`config.mk`:
```
export PLATFORM = sky130hd
export DESIGN_NAME = uart_tx_arbiter
export DESIGN_NICKNAME = d
export VERILOG_FILES = /design/src/rtl/uart_tx_arbiter.sv
export SDC_FILE = /design/constraint.sdc
export NUM_CORES = 1
export LEC_CHECK = 0
export CAP_MARGIN = 30
export CORE_UTILIZATION = 40
export DETAILED_ROUTE_END_ITERATION = 6
export GPL_TIMING_DRIVEN = 0
export PLACE_DENSITY = 0.76
export REMOVE_ABC_BUFFERS = 1
export SLEW_MARGIN = 20
export SYNTH_ARGS = -nofsm -noshare
export SYNTH_HDL_FRONTEND = slang
export SYNTH_SLANG_ARGS = --single-unit
```
`constraint.sdc`:
```
create_clock -name CLK -period 2.21 [get_ports CLK]
set_clock_uncertainty 0.15 [all_clocks]
set_input_delay 0.442 -clock CLK [delete_from_list [all_inputs] [get_ports CLK]]
set_output_delay 0.442 -clock CLK [all_outputs]
set_load 0.01 [all_outputs]
```
`src/rtl/uart_tx_arbiter.sv`:
```
// Round-robin, packet-locking arbiter that shares one uart transmitter between NUM_REQ byte sources.
// Optional stalled-owner timeout: define UART_ARB_LOCK_TIMEOUT_EN.
module uart_tx_arbiter #(
    parameter int NUM_REQ      = 3,
    parameter int PTR_W        = 2,
    parameter int BUSY_WAIT    = 4,
    parameter int LOCK_TIMEOUT = 25000000
) (
    input  logic                 CLK,
    input  logic                 RESET,
    input  logic [NUM_REQ-1:0]   req_valid,
    input  logic [8*NUM_REQ-1:0] req_data,
    input  logic [NUM_REQ-1:0]   req_last,
    output logic [NUM_REQ-1:0]   req_ready,
    output logic [7:0]           tx_data,
    output logic                 tx_start,
    input  logic                 tx_busy,
    output logic [NUM_REQ-1:0]   grant,
    output logic                 active,
    output logic                 lock_drop
);

    localparam int BW = $clog2(BUSY_WAIT + 1);

    typedef enum logic [2:0] {IDLE, START, WAIT_HI, WAIT_LO, HOLD} state_t;

    state_t             state, state_nx;
    logic [PTR_W-1:0]   rr_ptr, owner, win, sel, nxt_ptr;
    logic [BW-1:0]      bcnt;
    logic               last_q, hit, xfer, done, drop, rel;
    logic [NUM_REQ-1:0] ready_c;

`ifdef UART_ARB_LOCK_TIMEOUT_EN
    localparam int TW = $clog2(LOCK_TIMEOUT + 1);
    logic [TW-1:0] tocnt;
`endif

    // Descending scan so the valid index closest to rr_ptr is the last one written.
    always_comb begin
        int idx;
        win = '0;
        hit = 1'b0;
        idx = 0;
        for (int k = NUM_REQ - 1; k >= 0; k--) begin
            idx = (int'(rr_ptr) + k) % NUM_REQ;
            if (req_valid[idx]) begin
                win = PTR_W'(idx);
                hit = 1'b1;
            end
        end
    end

    always_comb begin
        state_nx = state;
        ready_c  = '0;
        xfer     = 1'b0;
        sel      = owner;
        done     = 1'b0;
        drop     = 1'b0;
        case (state)
            IDLE: if (!tx_busy && hit) begin
                ready_c[win] = 1'b1;
                xfer         = 1'b1;
                sel          = win;
                state_nx     = START;
            end
            START:   state_nx = WAIT_HI;
            WAIT_HI: begin
                if (tx_busy)                          state_nx = WAIT_LO;
                else if (bcnt == BW'(BUSY_WAIT - 1))  done     = 1'b1;
            end
            WAIT_LO: if (!tx_busy) done = 1'b1;
            HOLD: begin
                ready_c[owner] = 1'b1;
                if (req_valid[owner]) begin
                    xfer     = 1'b1;
                    state_nx = START;
                end
`ifdef UART_ARB_LOCK_TIMEOUT_EN
                else if (tocnt == TW'(LOCK_TIMEOUT - 1)) begin
                    drop     = 1'b1;
                    state_nx = IDLE;
                end
`endif
            end
            default: state_nx = IDLE;
        endcase
        if (done) state_nx = last_q ? IDLE : HOLD;
    end

    assign rel       = (done && last_q) || drop;
    assign nxt_ptr   = (owner == PTR_W'(NUM_REQ - 1)) ? '0 : owner + 1'b1;
    // Keep readies low while reset is held, even though the state already reads IDLE.
    assign req_ready = RESET ? '0 : ready_c;
    assign tx_start  = (state == START);
    assign active    = (state != IDLE);

    always_ff @(posedge CLK or posedge RESET) begin
        if (RESET) begin
            state   <= IDLE;
            rr_ptr  <= '0;
            owner   <= '0;
            tx_data <= 8'h00;
            last_q  <= 1'b0;
            grant   <= '0;
            bcnt    <= '0;
        end else begin
            state <= state_nx;
            if (xfer) begin
                tx_data <= req_data[int'(sel)*8 +: 8];
                last_q  <= req_last[sel];
                owner   <= sel;
                grant   <= NUM_REQ'(1) << sel;
            end
            if (rel) begin
                grant  <= '0;
                rr_ptr <= nxt_ptr;
            end
            if (state == START)        bcnt <= '0;
            else if (state == WAIT_HI) bcnt <= bcnt + 1'b1;
        end
    end

`ifdef UART_ARB_LOCK_TIMEOUT_EN
    // Counts consecutive idle HOLD cycles; any transfer or state exit restarts it.
    always_ff @(posedge CLK or posedge RESET) begin
        if (RESET) begin
            tocnt     <= '0;
            lock_drop <= 1'b0;
        end else begin
            lock_drop <= drop;
            if (state == HOLD && !req_valid[owner] && !drop) tocnt <= tocnt + 1'b1;
            else                                             tocnt <= '0;
        end
    end
`else
    assign lock_drop = 1'b0;
`endif

endmodule
```
* After elaboration in Yosys (flattened, before gate mapping)
Cells that the tools add are included.
W data, S select, Z words.
** Operators by class
- Add/subtract/negate cells :: 4
- Div/mod/pow operators :: 3
- Magnitude comparators :: 8
- Equal/unequal tests :: 10
- Shift operators :: 2
- Multiplexer cells :: 46
- Reductions and logical operators :: 10
** Operator list (number)
- $lt A32 B4 Y1 const B :: 3
- $mod A32 B3 Y32 const B :: 2
- $mux W3 :: 11
- $mod A3 B3 Y32 const B :: 1
- $shiftx A24 B6 Y8 :: 1
- $mux W1 :: 18
- $pmux W3 S5 :: 1
- $mux W2 :: 6
- $bmux W1 S2 :: 5
- $eq A3 B2 Y1 const B :: 3
- $lt A2 B3 Y1 const B :: 3
- $ne A3 B3 Y1 const B :: 3
- $pmux W3 S2 :: 1
- $demux W1 S2 :: 2
- $ge A2 B1 Y1 const B :: 2
- $logic_and A1 B1 Y1 :: 4
- $pmux W1 S2 :: 2
- $reduce_and A4 Y1 :: 1
- $reduce_bool A2 Y1 :: 2
- $add A2 B1 Y3 const B :: 1
- $add A2 B2 Y3 const B :: 1
- $add A3 B1 Y3 const B :: 1
- $eq A3 B1 Y1 const B :: 1
- $eq A3 B3 Y1 const B :: 1
- other kinds (7) :: 7
** Word-level totals
- Register bits :: 22
- Input port bits :: 33
- Output and inout port bits :: 17
- Word-level logic and storage cells :: 90

* Logic depth before layout (Yosys ltp)
Gate-level depths: netlist of run 1.
- Depth after elaboration :: 15
- Depth in mapped cells :: 11
- Depth with buffers taken out :: 8

* Worst setup path before layout of run 1
No wires, ideal clock.
- Path type :: reg2out
- From :: reg rr_ptr[0]
- To :: out req_ready[0]
- Arrival :: 1.874 ns
- Path slack :: -0.256 ns
- Cell stages (with the launch flop) :: 9
- Cell sequence :: dfrtp_1 -> inv_1 -> ha_1 -> buf_2 -> o21bai_1 -> a31oi_2 -> nand4_2 -> o32a_1 -> nor2_1
** Between the ends
- Longest elaborated chain between the ends :: 15
- Elaborated cells between the ends (all ways) :: 29
- Classes of those cells :: add/sub (2); div (3); order compare (2); mux (20); reduce/logical (2)
** Ends and longest elaborated chain
- start, declared :: RTL line 28 : logic [PTR_W-1:0] rr_ptr, owner, win, sel, nxt_ptr;
- start signal, assigned :: RTL line 117 : rr_ptr <= nxt_ptr;
- $add A2 B2 Y3 :: RTL line 45 : idx = (int'(rr_ptr) + k) % NUM_REQ;
- $mod A32 B3 Y32 :: RTL line 45
- $bmux W1 S2 :: RTL line 46 : if (req_valid[idx]) begin
- $mux W1 (not written as such) (2 in series) :: RTL line 46
- $mux W2 (3 in series) :: RTL line 46
- $lt A2 B3 Y1 (not written as such) / $ge A2 B1 Y1 (equally long branches) :: RTL line 62 : ready_c[win] = 1'b1;
- $logic_and A1 B1 Y1 (not written as such) :: RTL line 62
- $mux W1 (not written as such) :: RTL line 62
- $demux W1 S2 :: RTL line 62
- $mux W3 * :: RTL line 61 : IDLE: if (!tx_busy && hit) begin
- $pmux W3 S2 * :: RTL line 60 : case (state)
- $mux W3 * :: RTL line 94 : assign req_ready = RESET ? '0 : ready_c;
- end, declared :: RTL line 14 : output logic [NUM_REQ-1:0] req_ready,
Mark *: on every way between the ends. The rest lies on a longest branch, timed or not. The select of a mux whose other input is x is not followed.

* Worst setup path in the final report of run 1
Ends and elaborated chain as after synthesis.

==> results.toml, run 1 <==
[yosys]
synthesis.area_um2 = 1460
ys_ff_latch = 22
synthArstFlopShare_pct = 100
netlist_instances = 161
synth_edf_count = 0
yosysSeqAreaShare_pct = 37.7
yosysTopAreaCell = "dfrtp_1"
yosysUniqueCellTypes = 41
syn_area_per_cell_um2 = 9.07
synth_area_leaders = "dfrtp_1 38%, mux2i_1 8.2%, o211ai_2 7.7%, nand2_1 5.4%, nand3_1 5.1%"
synthTopCellsByCount = "22 x dfrtp_1, 21 x nand2_1, 15 x nand3_1, 12 x mux2i_1"
synth_top_area_share_pct = 37.7
synth_most_common_cell = "dfrtp_1"
yosysWarnings = 0
synth_ff_type = "dfrtp_1"

[floorplanning]
start_util_pct = 42.7
coreArea_um2 = 3420
dieArea_um2 = 3900
die_h_um = 62.4
rows = 21
io_pins = 50
chipWidth_um = 62.4

[finish]
final_nets = 256
diodes = 0
stdcell_count = 264
area_delta_synth_final_pct = 56.6
drive_above_1_share_pct = 29.4

[detailed_routing]
first_iter_violations = 137
vias_per_cell = 5.41
ant_nets = 0
vias = 1428
drc_errors = 0
dr.pass1.iters = 4
routed_wl_mm = 4.05
wire_per_inst_um = 15.3

[worst_setup_path]
cp_max_fo = 8
worst-r2r-setup-slack_ps = -370
path_cells = "inv_2 > ha_4 > maj3_2 > o221a_4 > o32a_1 > nor2_1 > buf_2"
r2r-start = "rr_ptr[0]"
critPathArrivalTime_ps = 2180
cp.depth = 7
ff2ff_path_depth = 10
r2r_end = "last_q"
cpPeakStageDelay_ps = 430
cpMaxStageDelayCell = "dfrtp_1"
crit_end = "req_ready[0]"
cp.buffers_inverters = 2
crit_family = "compound AO/OA/AOI/OAI gates"
worstPathRequired_ps = 1620
end_kind = "output port"
criticalPathCategory = "flip-flop to output port"
critPathLaunchType = "flip-flop"
cp-startpoint = "rr_ptr[0]"

[placed_design]
pre_cts_ws_ps = -1060
place.gp.congestion = 0.801
dp_cells = 245
io_buffers = 48
place_hpwl_mm = 2.73

[power_and_ir_drop]
power_density_nw_per_um2 = 1210
leakage_nw = 1.01
peakVddDrop_uv = 487

[sta]
worst_slack_ps = -559
timing.setup.tns_ps = -5080
whs_ps = 331
hold_viol = 0
rsz0062_at_grt = "true"
fin_crit_ps = 2770
fin_crit_sh_pct = 125
slew_violations = 0
tightest_slew_ps = 500
max_freq_mhz = 361
setup_viol = 16
max_slew_margin_pct = 66.6

[outcome]
status = "finished, violations left"
violations = "negative setup slack"

[clocking]
cts.reportedPaths.clkPinSlew_ps = 140
cts-root-buf = "clkbuf_4"
cts.sinks = 22
cts_tree = "built"
cts_buffers = 3
cts_buffer_depth = 2
h-tree-depth = 1
clk_latency_ps = 320
ctsHoldBuffers = 0

[grt]
grt_pass1_vias = 1375
grt_overflow = 0
grt_max_degree = 24
grt_usage_pct = 20.1
grt_pass1_wl_mm = 6.27
antenna_found_initial = 0

[min_path]
min_path_type = "primary input to asynchronous set/reset pin"

[flow_run]
drv_cap = 0
-- layer usage --
layer / up-vias / wire length (um) / GRT usage [%]
met4: 0 / 59 / 6.10
met2: 42 / 2100 / 34.9
met5: - / 0 / 0
li1: 687 / - / -
met3: 6 / 213 / 4.20
met1: 693 / 1680 / 25.0
-- state kept, by name, indices dropped and copies added (netlist names) --
| signal | flops |
|---|---|
| owner | 2 |
| tx_data | 8 |
| grant | 3 |
| rr_ptr | 2 |
| last_q | 1 |
| state | 3 |
| bcnt | 3 |
-- cell type report --
cell class                 instances  area, um^2
tap                               46        57.6
sequential                        22         554
clock buffer                       3        22.5
timing repair buffer              61         574
inverter                          11        45.0
multi-input combinational        120        1000
clock inverter                     1        30.0
fill                             277        1130
-- worst min path at each step --
stage | start | endpoint | slack, ps | depth (start not counted)
finish | RESET | tx_data[5] | 330 | 2
global route | RESET | tx_data[3] | 380 | 2
CTS | RESET | tx_data[3] | 340 | 2
detailed placement | tx_data[4] | tx_data[4] | 320 | 2
global placement | tx_data[0] | tx_data[0] | 320 | 2
floorplan | RESET | bcnt[0] | 290 | 1
-- worst reg2reg max path: cells and delay by family, from the launching register on --
family,cells,cell delay [ps]
compound gates,3,580
fa+ha+maj,1,220
buf+inv,3,390
flops,1,430
mux,1,320
simple gates,2,400
-- logic make-up after synthesis --
group / after synthesis / share of synthesized area, %
AOI/OAI and AO/OA: 36 / 20.1
adders and majority gates: 5 / 4.11
buffers and inverters: 21 / 6.43
DFF: 22 / 37.7
muxes: 16 / 11.6
other: 1 / 0.257
and+or+nand+nor: 60 / 19.8
-- layout by cell type (no fill, tap or decap), drive strengths merged, types with 4 or more instances in the layout --
cell type / count
ha: 4
mux2i: 12
a21oi: 6
mux2: 5
inv: 10
nand2: 21
buf: 16
nor2: 11
clkdlybuf4s50: 42
dfrtp: 22
o21ai: 7
o211ai: 9
nand3: 15
-- stage by stage --
stage | total power, W | util [%] | instance area [um^2]
2_1_floorplan | 0.00154 | - | 1410
3_3_place_gp | 0.00197 | 57.0 | 1950
3_5_place_dp | 0.00203 | 57.1 | 1950
4_1_cts | 0.00256 | 62.9 | 2150
5_1_grt | 0.00295 | 66.9 | 2290
6_report | 0.00276 | 66.9 | 2290
-- report_power, final --
group	internal, W	switching, W
sequential	0.000579	0.000160
clock	0.000183	0.000127
combinational	0.000860	0.000852
-- repair_timing --
action                                  4_1_cts  5_1_grt
resized for setup                            35       23
pin swaps                                     4       12
buffers inserted                              6        7
endpoints found under the setup margin       18       18
hold endpoints to repair                      0        0
gates cloned                                  1        1
Power figures use the tool's default switching activity.
==> run 2: changes to the inputs <==
- DONT_BUFFER_PORTS: not set -> 1
- PLACE_DENSITY: 0.76 -> 0.57
==> results.toml, run 2 (synthesis gave the netlist of run 1 again) <==
[sta]
max_slew_margin_pct = 66.3
whs_ps = 135
rsz0062_at_grt = "true"
setup_viol = 16
hold_viol = 0
fin_crit_ps = 2650
worst_slack_ps = -442
max_freq_mhz = 377
fin_crit_sh_pct = 120
slew_violations = 0
tightest_slew_ps = 500

[worst_setup_path]
cp-startpoint = "rr_ptr[1]"
end_kind = "output port"
critPathArrivalTime_ps = 2060
cpPeakStageDelay_ps = 440
cpMaxStageDelayCell = "dfrtp_1"
crit_end = "req_ready[0]"
ff2ff_path_depth = 9
r2r-start = "rr_ptr[1]"
critPathLaunchType = "flip-flop"
worstPathRequired_ps = 1620
r2r_end = "tx_data[1]"
worst-r2r-setup-slack_ps = -320
criticalPathCategory = "flip-flop to output port"
cp_max_fo = 8
path_cells = "ha_4 > maj3_2 > o221a_4 > o32a_1 > nor2_4"

[placed_design]
place_hpwl_mm = 2.29
place.gp.congestion = 0.845
io_buffers = 0
placed_cell_area_um2 = 1470
dp_cells = 197
pre_cts_ws_ps = -782

[floorplanning]
dieArea_um2 = 3900
chipWidth_um = 62.4
coreArea_um2 = 3420
start_util_pct = 42.7
io_pins = 50
rows = 21
die_h_um = 62.4

[finish]
seq_area_um2 = 551
drive_above_1_share_pct = 28.8
final_cell_mix = "22 x dfrtp_1, 21 x nand2_1, 15 x nand3_1"
fillCellCount = 314
multi_input_area_um2 = 945
utilization_pct = 51.8
finalInstanceArea_um2 = 1770
final_common_cell = "dfrtp_1"
final_nets = 208
area_delta_synth_final_pct = 21.2
stdcell_count = 216
largest_reg_flops = 8
diodes = 0
regMostFlops = "tx_data"

[power_and_ir_drop]
leakage_nw = 0.798
power_density_nw_per_um2 = 1350
peakVddDrop_uv = 593

[detailed_routing]
routed_wl_mm = 3.59
first_iter_violations = 34
wire_per_inst_um = 16.6
ant_nets = 0
vias_per_cell = 5.82
vias = 1257
drc_errors = 0
dr.pass1.iters = 4

[clocking]
cts_buffer_depth = 2
cts_buffers = 3
clk_latency_ps = 310
h-tree-depth = 1
cts_tree = "built"
cts.sinks = 22
cts.reportedPaths.clkPinSlew_ps = 130
cts-root-buf = "clkbuf_4"

[grt]
antenna_found_initial = 0
grt_max_degree = 24
grt_usage_pct = 19.4
grt_overflow = 0
grt_pass1_vias = 1259
grt_pass1_wl_mm = 6.02

[min_path]
min_path_type = "primary input to flip-flop"

[outcome]
violations = "negative setup slack"
status = "finished, violations left"

[flow_run]
drv_cap = 0
## run 2: cell types whose count changed in the layout (fill, tap and decap cells not counted), moves of 3 or more
cell             delta
clkdlybuf4s50_1    -42
buf_2               -3
dfrtp_1             +3
dfrtp_2             -3
## run 2: final cells by class
type / count / area share (%)
clock buffer: 3 / 1.27
inverter: 11 / 2.33
clock inverter: 1 / 1.70
multi-input combinational: 120 / 53.4
tap: 46 / 3.25
sequential: 22 / 31.1
timing repair buffer: 13 / 6.93
## run 2: per-stage QoR
stage	total power, W	setup TNS (ps)
2_1_floorplan	0.00154	-6500
3_3_place_gp	0.00171	-11380
3_5_place_dp	0.00176	-9700
4_1_cts	0.00236	-4310
5_1_grt	0.00258	-6590
6_report	0.00238	-4480
## run 2: repair_timing
| action | in CTS | in global routing |
|---|---|---|
| setup endpoints to repair | 16 | 17 |
| hold buffers | 0 | 2 |
| resized for setup | 25 | 3 |
| pin swaps | 8 | 7 |
| buffers inserted | 9 | 1 |
| endpoints found under the hold margin | 0 | 6 |
| cloned | 2 | 0 |
## run 2: worst min-delay path by stage
| stage | from | cells past startpoint | endpoint |
|---|---|---|---|
| 2_1_floorplan | RESET | 1 | bcnt[0] |
| 3_3_place_gp | bcnt[2] | 2 | bcnt[2] |
| 3_5_place_dp | rr_ptr[0] | 2 | rr_ptr[0] |
| 4_1_cts | RESET | 1 | tx_data[4] |
| 5_1_grt | req_data[11] | 2 | tx_data[3] |
| 6_report | req_data[11] | 2 | tx_data[3] |
## run 2: worst max-delay path: cells and delay by family (launching register included)
kind            cells  cell delay, ps
compound gates      2             620
fa+ha+maj           2             560
flops               1             440
simple gates        1             130
## run 2: where the power goes
group          internal [W]  switching [W]
Combinational      0.000584       0.000684
Clock              0.000183       0.000126
Sequential         0.000574       0.000229
## run 2: routing by layer
metal  GRT usage (%)  up-vias  share of wire (%)
li1                -      593                  -
met1            25.3      620                 45
met2            32.1       40                 49
met3            3.47        4                5.0
met4            6.69        0               0.95
met5               0        -                  0
==> run 3: changes to the inputs <==
- CORE_ASPECT_RATIO: not set -> 0.5
- SLEW_MARGIN: 20 -> 40
==> results.toml, run 3 (synthesis gave the netlist of run 1 again) <==
[clocking]
cts.sinks = 22
clk_latency_ps = 260
cts_buffer_depth = 2
cts.reportedPaths.clkPinSlew_ps = 80
cts_tree = "built"
cts_buffers = 3
cts-root-buf = "clkbuf_8"
h-tree-depth = 1

[power_and_ir_drop]
leakage_nw = 0.836
peakVddDrop_uv = 443
clkPwrFrac_pct = 14.7
power.total_w = 0.00256
sw_frac_of_total_pct = 43.2
net-switching-power_w = 0.00110
power.internal_w = 0.00145
pwr-share-comb_pct = 53.6
power_density_nw_per_um2 = 1390
p_seq_share_pct = 31.7

[grt]
grt_overflow = 0
grt_usage_pct = 19.6
grt_max_degree = 23
grt_pass1_vias = 1205
antenna_found_initial = 0
grt_pass1_wl_mm = 5.69

[detailed_routing]
drc_errors = 0
dr.pass1.iters = 4
dr.max_layer_used = "met4"
dr_wl_met3_um = 224
ant_nets = 0
vias = 1270
wl_met1_mm = 1.69
first_iter_violations = 37
routed-wl-met2_mm = 1.86
routed_wl_mm = 3.81
wire_per_inst_um = 17.2
vias_per_cell = 5.75

[finish]
final_cell_mix = "22 x dfrtp_1, 20 x nand2_1, 14 x nand3_1"
drive_above_1_share_pct = 33.5
multi_input_area_um2 = 980
seq_area_um2 = 551
final_nets = 208
regMostFlops = "tx_data"
fillCellCount = 321
area_delta_synth_final_pct = 26.1
diodes = 0
largest_reg_flops = 8
final_common_cell = "dfrtp_1"
stdcell_count = 221

[worst_setup_path]
critPathLaunchType = "flip-flop"
r2r-start = "rr_ptr[1]"
cp_max_fo = 6
end_kind = "output port"
critPathArrivalTime_ps = 1980
cp-startpoint = "rr_ptr[1]"
criticalPathCategory = "flip-flop to output port"
worstPathRequired_ps = 1620

[floorplanning]
coreArea_um2 = 3450
rows = 15
io_pins = 50
die_h_um = 44.7
chipWidth_um = 87.4
start_util_pct = 42.3
dieArea_um2 = 3910

[placed_design]
place.gp.congestion = 0.762
place_hpwl_mm = 2.34
dp_cells = 202
io_buffers = 0

[sta]
fin_crit_sh_pct = 116
timing.setup.tns_ps = -3790
tightest_slew_ps = 515
worst_slack_ps = -363
max_freq_mhz = 389
rsz0062_at_grt = "true"
max_slew_margin_pct = 65.4
slew_violations = 0
whs_ps = 56.2
fin_crit_ps = 2570
hold_viol = 0
setup_viol = 16

[outcome]
violations = "negative setup slack"
status = "finished, violations left"

[flow_run]
drv_cap = 0

[min_path]
min_path_type = "primary input to asynchronous set/reset pin"
run 3: changes by cell type in the layout (fill, tap and decap cells not counted), moves of 2 or more:
cell,change
clkbuf_4,-3
a31oi_1,-2
mux2i_2,-2
dlygate4sd3_1,-2
mux2i_1,+2
a31oi_2,+2
a21oi_4,+2
clkbuf_8,+3
o21ai_1,-2
run 3: final timing paths:
path                           endpoint  slack, ps  cells after the start
max in group asynchronous      state[2]       1510                      2
max                        req_ready[0]       -360                      5
min                          tx_data[4]         60                      2
max reg2reg                  tx_data[5]       -270                      9
min reg2reg                    state[2]        360                      1
min in group CLK             tx_data[3]        180                      2
run 3: area by class of cell:
type	count	area share, %
Multi-Input combinational cell	119	53.2
Sequential cell	22	29.9
Timing Repair Buffer	14	7.14
Tap cell	51	3.47
Inverter	11	2.38
Clock buffer	3	2.24
Clock inverter	1	1.63
run 3: worst max-delay path: stages (launching register included):
cell	delay [ps]
dfrtp_1	430
ha_4	260
maj3_2	310
o221a_4	230
o32a_1	350
nor2_2	130
run 3: timing repair:
item / CTS / global route
cloned: 1 / 0
endpoints found under the setup margin: 16 / 17
gates resized for setup: 23 / 12
buffers inserted: 11 / 2
hold buffers: 1 / 0
pin swaps: 10 / 11
hold endpoints to repair: 22 / 0
run 3: power by group through the flow:
stage          registers (W)  logic [W]  clock network, W
2_1_floorplan       0.000756   0.000782                 0
3_3_place_gp        0.000804   0.000929                 0
3_5_place_dp        0.000809   0.000969                 0
4_1_cts             0.000804    0.00128          0.000384
5_1_grt             0.000833    0.00149          0.000393
6_report            0.000811    0.00137          0.000377
run 3: per-layer routing:
metal  up-vias  global-route usage [%]
met5         -                       0
met4         0                    6.23
met3         4                    6.95
met2        49                    32.8
met1       620                    24.4
li1        597                       -
run 3: stage by stage:
stage / area [um^2] / utilization (%) / setup WS [ps]
after floorplan: 1410 / - / -572
after global placement: 1470 / 42.6 / -1060
after detailed placement: 1480 / 43.0 / -727
after CTS: 1770 / 51.2 / -411
after global routing: 1840 / 53.3 / -431
final: 1840 / 53.3 / -363
